===== src/rtl/reset_sequencer.sv =====
// reset_sequencer: holds all reset channels asserted, then releases them one by one
//   clk       - single clock, rising edge
//   rst_i     - synchronous active-high reset
//   rst_req_i - synchronous soft-reset request, active-high
//   rst_o     - per-channel resets at RST_POL polarity, bit 0 released first
//   done_o    - all channels released
//   busy_o    - sequence in progress (HOLD or RELEASE)
module reset_sequencer #(
    parameter int   CHANNELS       = 4,
    parameter int   HOLD_CYCLES    = 8,
    parameter int   STAGGER_CYCLES = 4,
    parameter logic RST_POL        = 1'b1
) (
    input  logic                clk,
    input  logic                rst_i,
    input  logic                rst_req_i,
    output logic [CHANNELS-1:0] rst_o,
    output logic                done_o,
    output logic                busy_o
);
    localparam int HW = $clog2(HOLD_CYCLES + 1);
    localparam int SW = $clog2(STAGGER_CYCLES + 1);
    localparam logic [HW-1:0] HOLD_T = HW'(HOLD_CYCLES);
    localparam logic [SW-1:0] STAG_T = SW'(STAGGER_CYCLES - 1);
    localparam logic [CHANNELS-1:0] PMASK = {CHANNELS{RST_POL}};
    localparam logic [1:0] HOLD = 2'd0, RELEASE = 2'd1, RUN = 2'd2;
    logic [1:0]          state;
    logic [HW-1:0]       hold_cnt;
    logic [SW-1:0]       stag_cnt;
    logic [CHANNELS-1:0] rel, rel_nxt;
    logic                adv;
    // released-channel mask recovered from the output register; next mask frees one more bit
    assign rel     = rst_o ^ PMASK;
    assign rel_nxt = (rel << 1) | CHANNELS'(1);
    always_comb adv = (state == HOLD && hold_cnt == HOLD_T) || (state == RELEASE && stag_cnt == STAG_T);
    always_ff @(posedge clk) begin
        if (rst_i || rst_req_i) begin
            state    <= HOLD;
            hold_cnt <= '0;
            stag_cnt <= '0;
            rst_o    <= PMASK;
            done_o   <= 1'b0;
            busy_o   <= 1'b1;
        end else begin
            if (adv) begin
                rst_o  <= rel_nxt ^ PMASK;
                state  <= rel_nxt[CHANNELS-1] ? RUN : RELEASE;
                done_o <= rel_nxt[CHANNELS-1];
                busy_o <= ~rel_nxt[CHANNELS-1];
            end
            hold_cnt <= (state == HOLD && !adv) ? hold_cnt + HW'(1) : hold_cnt;
            stag_cnt <= (state == RELEASE) ? (adv ? '0 : stag_cnt + SW'(1)) : stag_cnt;
        end
    end
endmodule


===== config.mk =====
export PLATFORM = sky130hd
export DESIGN_NAME = reset_sequencer
export DESIGN_NICKNAME = d
export VERILOG_FILES = /design/src/rtl/reset_sequencer.sv
export SDC_FILE = /design/constraint.sdc
export NUM_CORES = 1
export LEC_CHECK = 0
export CAP_MARGIN = 5
export CORE_MARGIN = 4
export CORE_UTILIZATION = 28
export DETAILED_ROUTE_END_ITERATION = 7
export HOLD_SLACK_MARGIN = 0.1
export PLACE_DENSITY = 0.53
export SLEW_MARGIN = 30
export SYNTH_ARGS = -nofsm -noshare
export SYNTH_HDL_FRONTEND = slang
export SYNTH_SLANG_ARGS = --single-unit
export TNS_END_PERCENT = 100

===== constraint.sdc =====
create_clock -name clk -period 1.5 [get_ports clk]
set_input_delay 0.225 -clock clk [delete_from_list [all_inputs] [get_ports clk]]
set_output_delay 0.225 -clock clk [all_outputs]
set_load 0.005 [all_outputs]

==> results of run 1 <==
[per-stage QoR]
stage	area (um2)	total power (W)	hold slack, ns	instances
2_1_floorplan	625.6	0.0003726	0.4604	69
3_3_place_gp	768.2	0.0003889	0.4701	107
3_5_place_dp	768.2	0.0003892	0.4767	107
4_1_cts	795.8	0.0006108	0.4957	111
5_1_grt	807.0	0.0006278	0.5352	111
6_report	807.0	0.0005936	0.4862	111
[synth_stat cells]
| cell | n |
|---|---|
| nor3b_1 | 1 |
| o21bai_1 | 1 |
| or3_1 | 2 |
| dfxtp_1 | 13 |
| or2_0 | 1 |
| clkbuf_1 | 1 |
| nor2_1 | 12 |
| or3b_1 | 1 |
| and3b_1 | 1 |
| nand3_1 | 1 |
| ha_1 | 4 |
| nor2b_2 | 1 |
| a21oi_1 | 6 |
| a21oi_2 | 1 |
| a2111oi_0 | 1 |
| o21ai_0 | 3 |
| inv_1 | 5 |
| buf_2 | 1 |
| nand2_1 | 1 |
| mux2i_1 | 7 |
| or2_4 | 1 |
| nor2b_1 | 1 |
| nand4bb_1 | 1 |
| a21o_1 | 1 |
| buf_4 | 1 |
[final cells by class]
class                           count  area, um2
Fill cell                         222       1235
Inverter                            5      18.77
Sequential cell                    13      265.3
Timing Repair Buffer               14      125.1
Tap cell                           27      33.78
Multi-Input combinational cell     48      337.8
Clock buffer                        4      26.28
[state kept, by name, indices dropped and copies added, names as in the netlist]
signal    count
rst_o         4
done_o        1
hold_cnt      4
state         1
stag_cnt      3
[power breakdown]
part / internal (W) / leakage (nW) / switching (W)
Clock: 0.000103 / 0.0150 / 0.000112
Sequential: 0.000345 / 0.105 / 0.00000120
Combinational: 0.0000188 / 0.190 / 0.0000134
Total: 0.000467 / 0.310 / 0.000126
[metal layers]
metal,global-route usage,vias to the layer above
li1,-,266
met1,0.1111,227
met2,0.1250,6
met3,0.04196,2
met4,0.03125,0
met5,0,-
[final timing paths]
path | cells past startpoint | end
worst min register to register | 2 | rst_o[0]
worst max-delay path | 1 | done_o
worst max register to register | 5 | hold_cnt[1]
worst min-delay path | 2 | rst_o[0]
[repair_timing]
item / in CTS / in global routing
setup buffers: 0 / 0
endpoints found under the setup margin: 1 / 2
resized for setup: 1 / 3
[cells by family (layout without fill, tap and decap cells)]
group           count (synthesis)  in the layout
simple gates                   24             24
flops                          13             13
compound gates                 13             13
buf+inv                         8             23
fa+ha+maj                       4              4
mux                             7              7
==> flow_metrics.env, run 1 <==
export IMPL_status="complete, no violations"
export IMPL_cts_tree="done"
export IMPL_path_delay_family="buffers and inverters"
export IMPL_hold_buffers=0
export IMPL_gp_congestion=0.6615
export IMPL_synth_compound_area_frac=0.1240
export IMPL_grt_max_degree=10
export IMPL_clkTransAtPathRegs_ns=0.08
export IMPL_grt_total_usage=0.08660
export IMPL_synth_seq_cells=13
export IMPL_cpPeakStageDelay_ns=0.51
export IMPL_ctsLongestPathBuffers=2
export IMPL_fin_tns_setup_ns=0
export IMPL_core_um2=2042
export IMPL_ys_seq_area_frac=0.4160
export IMPL_drt_vias_per_instance=4.514
export IMPL_fin_crit_sh=0.9423
export IMPL_slew_headroom=0.7000
export IMPL_wl_met1_um=591
export IMPL_antenna_cells=0
export IMPL_clk_latency_ns=0.27
export IMPL_synth_cell_types=25
export IMPL_r2r_start="hold_cnt[0]"
export IMPL_finalWirelength_mm=1.158
export IMPL_setup_violations_final=0
export IMPL_worstMarginPinSlew_ns=0.4501
export IMPL_critPathLaunchType="flip-flop"
export IMPL_h_tree_depth=1
export IMPL_rsz0062_at_grt="false"
export IMPL_synth_area_per_cell_um2=9.067
export IMPL_dpl_hpwl_um=861.1
export IMPL_synth_top_family_by_area="simple AND/OR/NAND/NOR gates"
export IMPL_yosys_top_cells_area="dfxtp_1 (42%), mux2i_1 (11%), ha_1 (8.0%), nor2_1 (7.2%), a21oi_1 (4.8%)"
export IMPL_worstPathCellList="clkdlybuf4s50_1"
export IMPL_path_class="reg -> out"
export IMPL_die_h_um=55.27
export IMPL_grt_pass1_vias=470
export IMPL_firstDrtPassIters=2
export IMPL_antenna_left=0
export IMPL_syn_num_nets=76
export IMPL_worstPathArrival_ns=1.19
export IMPL_end_kind="output pin"
export IMPL_rows=16
export IMPL_syn_cell_area_um2=625.6
export IMPL_dieArea_um2=3055
export IMPL_worstHoldStart="rst_o[0]"
export IMPL_root_buffer="clkbuf_4"
export IMPL_final_util=0.3952
export IMPL_gr_total_overflow=0
export IMPL_synth_top_area_cell="dfxtp_1"
export IMPL_max_vdd_ir_drop_mv=0.5845
export IMPL_num_io_pins=9
export IMPL_synth_cells=69
export IMPL_setup_ws_ns=0.08651
export IMPL_port_buffers=8
export IMPL_route_met2_wl_um=502
export IMPL_clkSinkCount=13
export IMPL_drive_gt1_frac=0.1667
export IMPL_grt_pass1_wl_mm=2.097
export IMPL_drc_errors=0
export IMPL_layout_commonest_cell="nor2_1"
export IMPL_yosysWarnings=0
export IMPL_hold_path_class="reg -> reg"
export IMPL_cts_buffers_inserted=3
export IMPL_grt_antenna_before_repair=0
export IMPL_synth_area_mux_share=0.1120
export IMPL_crit_buf_inv=1
export IMPL_cellPowerDensity_nw_per_um2=735.6
export IMPL_die_w_um=55.27
export IMPL_met3_length_um=56
export IMPL_hold_viol=0
export IMPL_start_util=0.3064
export IMPL_min_period_ns=1.413
export IMPL_num_vias=501
export IMPL_post_place_ws_ns=0.008337
export IMPL_drv_cap=0
export IMPL_drt_initial_drc_count=1
export IMPL_nets=92
export IMPL_post_drt_wl_per_cell_um=10.43
export IMPL_layout_common_cells="nor2_1 (12), dfxtp_1 (11), clkdlybuf4s50_1 (8), mux2i_1 (7)"
export IMPL_slowest_stage="clkdlybuf4s50_1"
export IMPL_yosys_area_share_adder=0.08000
export IMPL_drv_slew=0
export IMPL_fmax_ghz=0.7075
export IMPL_worstPathRequired_ns=1.27
export IMPL_synth_simple_area_share=0.2120
export IMPL_p_leak_nw=0.3105
export IMPL_cp_max_fo=7
export IMPL_fin_skew_ns=0.005545
export IMPL_area_delta_synth_final_pct=29.00
export IMPL_synth_top_area_frac=0.4160
export IMPL_synth_xor_xnor_area_share=0
export IMPL_critPathLaunch="done_o"
export IMPL_r2r_slack_ns=0.11
export IMPL_highest_layer="met4"
Note: power is estimated with default switching activity, not from simulation.
==> run 2: changes to the inputs <==
==> constraint.sdc (replaced) <==
create_clock -name clk -period 1.5 [get_ports clk]
set_input_delay 0.225 -clock clk [delete_from_list [all_inputs] [get_ports clk]]
set_output_delay 0.225 -clock clk [all_outputs]
set_load 0.05 [all_outputs]
==> run 2 against run 1 <==
  * Non-clock buffer count grew 1
  * First-iteration DRC count grew to 21 times the previous value
  * Clock skew shrank 0.0012 ns
  * Via count grew 1.2%
  * Fmax grew 0.59%
  * Clock power shrank 2%
  * Worst setup slack gained 0.0082 ns
  * Sequential cell count is the same
  * Worst hold slack gained 0.0018 ns
  * Clock-buffer cell count shrank 1
  * Sequential share of layout area shrank 1.2 points
==> flow_metrics.env, run 2 (synthesis results as in run 1) <==
export IMPL_grt_pass1_vias=517
export IMPL_grt_antenna_before_repair=0
export IMPL_firstDrtPassIters=4
export IMPL_cp_max_fo=5
export IMPL_post_drt_wl_per_cell_um=10.04
export IMPL_hold_path_class="reg -> reg"
export IMPL_layout_common_cells="dfxtp_1 (13), nor2_1 (12), buf_4 (11), mux2i_1 (7), a21oi_1 (6)"
export IMPL_slowest_stage="or3b_1"
export IMPL_port_buffers=8
export IMPL_rows=16
export IMPL_die_w_um=55.27
export IMPL_post_cts_resized=0
export IMPL_start_util=0.3064
export IMPL_drv_slew=0
export IMPL_end_kind="flip-flop"
export IMPL_critPathLaunchType="flip-flop"
export IMPL_antenna_left=0
export IMPL_drc_errors=0
export IMPL_p_total_w=0.0005922
export IMPL_clkTransAtPathRegs_ns=0.08
export IMPL_layout_commonest_cell="dfxtp_1"
export IMPL_h_tree_depth=1
export IMPL_drive_gt1_frac=0.2353
export IMPL_worstMarginPinSlew_ns=0.4556
export IMPL_p_leak_nw=0.3281
export IMPL_worst_r2r_endpoint="hold_cnt[1]"
export IMPL_slew_headroom=0.6963
export IMPL_dpl_hpwl_um=867.6
export IMPL_worstPathRequired_ns=1.70
export IMPL_num_vias=507
export IMPL_largest_registers="hold_cnt: 4 flops, rst_o: 4 flops, stag_cnt: 3 flops"
export IMPL_hold_buffers=0
export IMPL_max_vdd_ir_drop_mv=0.6080
export IMPL_gr_total_overflow=0
export IMPL_fmax_ghz=0.7116
export IMPL_gp_congestion=0.6889
export IMPL_r2r_start="hold_cnt[0]"
export IMPL_drt_vias_per_instance=4.527
export IMPL_core_um2=2042
export IMPL_worstHoldStart="rst_o[0]"
export IMPL_grt_pass1_wl_mm=2.139
export IMPL_grt_total_usage=0.08740
export IMPL_rsz0062_at_grt="false"
export IMPL_clkSinkCount=13
export IMPL_r2r_slack_ns=0.09
export IMPL_worstPathArrival_ns=1.61
export IMPL_hold_viol=0
export IMPL_clk_latency_ns=0.27
export IMPL_min_to="rst_o[0]"
export IMPL_num_io_pins=9
export IMPL_cellPowerDensity_nw_per_um2=720.3
export IMPL_fin_tns_setup_ns=0
export IMPL_cts_setup_buffers=0
export IMPL_root_buffer="clkbuf_4"
export IMPL_cts_tree="done"
export IMPL_antenna_cells=0
export IMPL_min_period_ns=1.405
export IMPL_drt_initial_drc_count=21
export IMPL_cts_buffers_inserted=3
export IMPL_setup_violations_final=0
export IMPL_reg2regPathDepth=5
export IMPL_worstHoldPathCells=2
export IMPL_grt_max_degree=10
export IMPL_worstPathCellList="inv_1 -> ha_1 -> and3b_1 -> or3b_1 -> a21oi_1"
export IMPL_fin_skew_ns=0.004324
export IMPL_nets=93
export IMPL_status="complete, no violations"
export IMPL_drv_cap=0
export IMPL_dieArea_um2=3055
export IMPL_fin_crit_sh=0.9368
export IMPL_ctsLongestPathBuffers=2
export IMPL_area_delta_synth_final_pct=31.40
export IMPL_die_h_um=55.27
export IMPL_finalWirelength_mm=1.124
export IMPL_cpPeakStageDelay_ns=0.38
export IMPL_path_class="reg -> reg"
run 2: changes by cell type in the layout (fill, tap and decap cells not counted), sizes merged:
cell / previous run / this run
buf: 6 / 13
clkdlybuf4s50: 8 / 2
clkbuf: 4 / 3
clkinv: 0 / 1
run 2: critical path, delay by kind of cell (launching register included):
kind / cells / cell delay [ns]
fa+ha+maj: 1 / 0.23
simple gates: 2 / 0.62
buf+inv: 1 / 0.04
compound gates: 1 / 0.12
flops: 1 / 0.33
run 2: metrics by stage:
step | setup slack (ns) | area, um2 | utilization | cells | hold slack [ns]
floorplan | 0.1315 | 625.6 | - | 69 | 0.4604
global placement | 0.07295 | 785.8 | 0.3848 | 108 | 0.4724
detailed placement | 0.01307 | 785.8 | 0.3848 | 108 | 0.4817
CTS | 0.09600 | 813.3 | 0.3983 | 112 | 0.4980
global route | 0.04484 | 822.0 | 0.4026 | 112 | 0.5316
finish | 0.09474 | 822.0 | 0.4026 | 112 | 0.4880
run 2: per-layer routing:
layer | global-route usage | part of all wire
met5 | 0 | 0
met4 | 0.02083 | 0.0062
met3 | 0.04895 | 0.044
met2 | 0.1368 | 0.48
met1 | 0.1034 | 0.47
run 2: where the power goes:
| group | internal, W | leakage [nW] | switching [W] | total [W] |
|---|---|---|---|---|
| clock | 0.0000987 | 0.0177 | 0.000112 | 0.000211 |
| sequential | 0.000347 | 0.105 | 0.00000132 | 0.000349 |
| combinational | 0.0000190 | 0.205 | 0.0000137 | 0.0000327 |
| total | 0.000465 | 0.328 | 0.000127 | 0.000592 |
run 2: worst max-delay path by stage:
stage | depth (start not counted) | end | slack [ns] | start
final | 5 | hold_cnt[1] | 0.09 | hold_cnt[0]
after global routing | 5 | rst_o[2] | 0.04 | stag_cnt[0]
after CTS | 5 | hold_cnt[1] | 0.1 | hold_cnt[0]
after detailed placement | 3 | state[0] | 0.01 | rst_req_i
after global placement | 3 | state[0] | 0.07 | rst_req_i
after floorplan | 3 | hold_cnt[0] | 0.13 | done_o
run 2: area by class of cell:
| type | instances | area [um2] |
|---|---|---|
| clock inverters | 1 | 5.005 |
| inverters | 5 | 18.77 |
| repair buffers | 15 | 142.6 |
| fillers | 225 | 1220 |
| well taps | 27 | 33.78 |
| clock buffers | 3 | 22.52 |
| flip-flops and latches | 13 | 260.3 |
| multi-input cells | 48 | 339.1 |
==> run 3: changes to the inputs <==
--- a/config.mk
+++ b/config.mk
@@ -11,6 +11,7 @@
 export DETAILED_ROUTE_END_ITERATION = 7
 export HOLD_SLACK_MARGIN = 0.1
 export PLACE_DENSITY = 0.53
+export SETUP_SLACK_MARGIN = 0.3
 export SLEW_MARGIN = 30
 export SYNTH_ARGS = -nofsm -noshare
 export SYNTH_HDL_FRONTEND = slang
==> run 3 against run 2 <==
  * Sequential power about the same
  * Register-to-register slack improved by 0.10 ns
  * Wire length increased by 17%
  * Final area increased by 18%
  * Critical endpoint unchanged
  * Cell count increased by 6.3%
  * Clock-buffer cell count unchanged
  * Combinational power increased by 32%
==> flow_metrics.env, run 3 (synthesis results as in run 1) <==
export IMPL_status="complete, no violations"
export IMPL_setup_ws_ns=0.1988
export IMPL_grt_total_usage=0.08788
export IMPL_h_tree_depth=1
export IMPL_die_h_um=55.27
export IMPL_core_um2=2042
export IMPL_seq_area_um2=274.0
export IMPL_finalWirelength_mm=1.319
export IMPL_ctsLongestPathBuffers=2
export IMPL_fin_tns_setup_ns=0
export IMPL_min_period_ns=1.301
export IMPL_rsz0062_at_grt="true"
export IMPL_rows=16
export IMPL_final_cell_area_um2=965.9
export IMPL_firstDrtPassIters=6
export IMPL_clkSinkCount=13
export IMPL_root_buffer="clkbuf_4"
export IMPL_clockPowerShare=0.364
export IMPL_post_place_ws_ns=-0.01428
export IMPL_start_util=0.3064
export IMPL_multi_input_area_um2=425.4
export IMPL_p_comb_frac=0.071
export IMPL_worstPathCellList="inv_2 -> ha_4 -> and3b_2 -> or3b_1 -> a21oi_2"
export IMPL_path_class="reg -> reg"
export IMPL_fmax_ghz=0.7685
export IMPL_fin_skew_ns=0.002822
export IMPL_nFillCells=208
export IMPL_cellPowerDensity_nw_per_um2=633.9
export IMPL_placed_cell_area_um2=775.7
export IMPL_power_switching_share=0.2357
export IMPL_hold_buffers=0
export IMPL_area_delta_synth_final_pct=54.40
export IMPL_max_vdd_ir_drop_mv=0.4130
export IMPL_grt_max_degree=10
export IMPL_timing_hold_ws_ns=0.4904
export IMPL_drv_slew=0
export IMPL_post_drt_wl_per_cell_um=11.08
export IMPL_setup_violations_final=0
export IMPL_drt_vias_per_instance=4.689
export IMPL_p_seq_frac=0.565
export IMPL_drv_cap=0
export IMPL_hold_viol=0
export IMPL_dpl_hpwl_um=857.8
export IMPL_grt_antenna_before_repair=0
export IMPL_end_kind="flip-flop"
export IMPL_p_switching_w=0.0001443
export IMPL_layout_commonest_cell="buf_4"
export IMPL_p_total_w=0.0006123
export IMPL_worstPathRequired_ns=1.71
export IMPL_nets=100
export IMPL_slowest_stage="or3b_1"
export IMPL_grt_pass1_vias=475
export IMPL_hold_path_class="reg -> reg"
export IMPL_num_vias=558
export IMPL_dieArea_um2=3055
export IMPL_gp_congestion=0.6287
export IMPL_cp_max_fo=4
export IMPL_antenna_cells=0
export IMPL_largest_registers="hold_cnt: 4 flops, rst_o: 4 flops, stag_cnt: 3 flops"
export IMPL_clk_latency_ns=0.28
export IMPL_internal_power_w=0.0004680
export IMPL_gr_total_overflow=0
export IMPL_antenna_left=0
export IMPL_num_io_pins=9
export IMPL_critPathLaunchType="flip-flop"
export IMPL_worstPathArrival_ns=1.52
export IMPL_drt_initial_drc_count=9
export IMPL_clkTransAtPathRegs_ns=0.09
export IMPL_cts_buffers_inserted=3
export IMPL_grt_pass1_wl_mm=2.145
export IMPL_port_buffers=8
export IMPL_fin_crit_sh=0.8675
export IMPL_cts_tree="done"
export IMPL_layout_common_cells="buf_4 (18), nor2_1 (12), mux2i_1 (7), dfxtp_1 (6), dfxtp_2 (5)"
export IMPL_crit_buf_inv=1
export IMPL_worstMarginPinSlew_ns=0.3174
export IMPL_cpPeakStageDelay_ns=0.37
export IMPL_drc_errors=0
export IMPL_die_w_um=55.27
export IMPL_p_leak_nw=0.3803
export IMPL_path_delay_family="simple AND/OR/NAND/NOR gates"
export IMPL_slew_headroom=0.7884
export IMPL_drive_gt1_frac=0.5109
-- run 3: timing repair --
action                     CTS  global route
buffers inserted             4             7
setup endpoints to repair    9            10
hold endpoints to repair     0             0
resized for setup            9            11
pin swaps                    5             1
-- run 3: final timing paths --
path | startpoint | cells past startpoint | end | slack (ns)
min | rst_o[0] | 2 | rst_o[0] | 0.49
max reg2reg | hold_cnt[0] | 5 | hold_cnt[1] | 0.20
max | hold_cnt[0] | 5 | hold_cnt[1] | 0.20
min reg2reg | rst_o[0] | 2 | rst_o[0] | 0.49
-- run 3: layout make-up --
type                       instances  share of cell area
tap                               27             0.03497
clock buffer                       3             0.02332
inverter                           5             0.01943
multi-input combinational         48              0.4404
clock inverter                     1            0.005181
sequential                        13              0.2837
timing repair buffer              22              0.1930
-- run 3: per-layer routing --
metal | routed length (um) | vias up | GRT usage
li1 | - | 284 | -
met1 | 647 | 265 | 0.1076
met2 | 609 | 7 | 0.1368
met3 | 52 | 2 | 0.04429
met4 | 10 | 0 | 0.02083
met5 | 0 | - | 0
-- run 3: power groups by stage --
stage | Clock (W) | Sequential, W | Combinational [W]
2_1_floorplan | 0 | 0.000357 | 0.0000175
6_report | 0.000223 | 0.000346 | 0.0000433
3_5_place_dp | 0 | 0.000358 | 0.0000307
4_1_cts | 0.000234 | 0.000348 | 0.0000362
3_3_place_gp | 0 | 0.000358 | 0.0000306
5_1_grt | 0.000253 | 0.000347 | 0.0000481
-- run 3: through the flow --
| step | utilization | cells |
|---|---|---|
| after floorplan | - | 69 |
| after global placement | 0.3799 | 104 |
| after detailed placement | 0.3799 | 104 |
| after CTS | 0.4240 | 112 |
| after global routing | 0.4730 | 119 |
| final | 0.4730 | 119 |
-- run 3: worst reg2reg max path, delay by kind of cell (launching register included) --
| kind | cells | cell delay (ns) |
|---|---|---|
| flip-flops | 1 | 0.35 |
| AND/OR/NAND/NOR | 2 | 0.58 |
| adder cells (fa/ha/maj) | 1 | 0.15 |
| buffers and inverters | 1 | 0.04 |
| AO/OA/AOI/OAI | 1 | 0.11 |
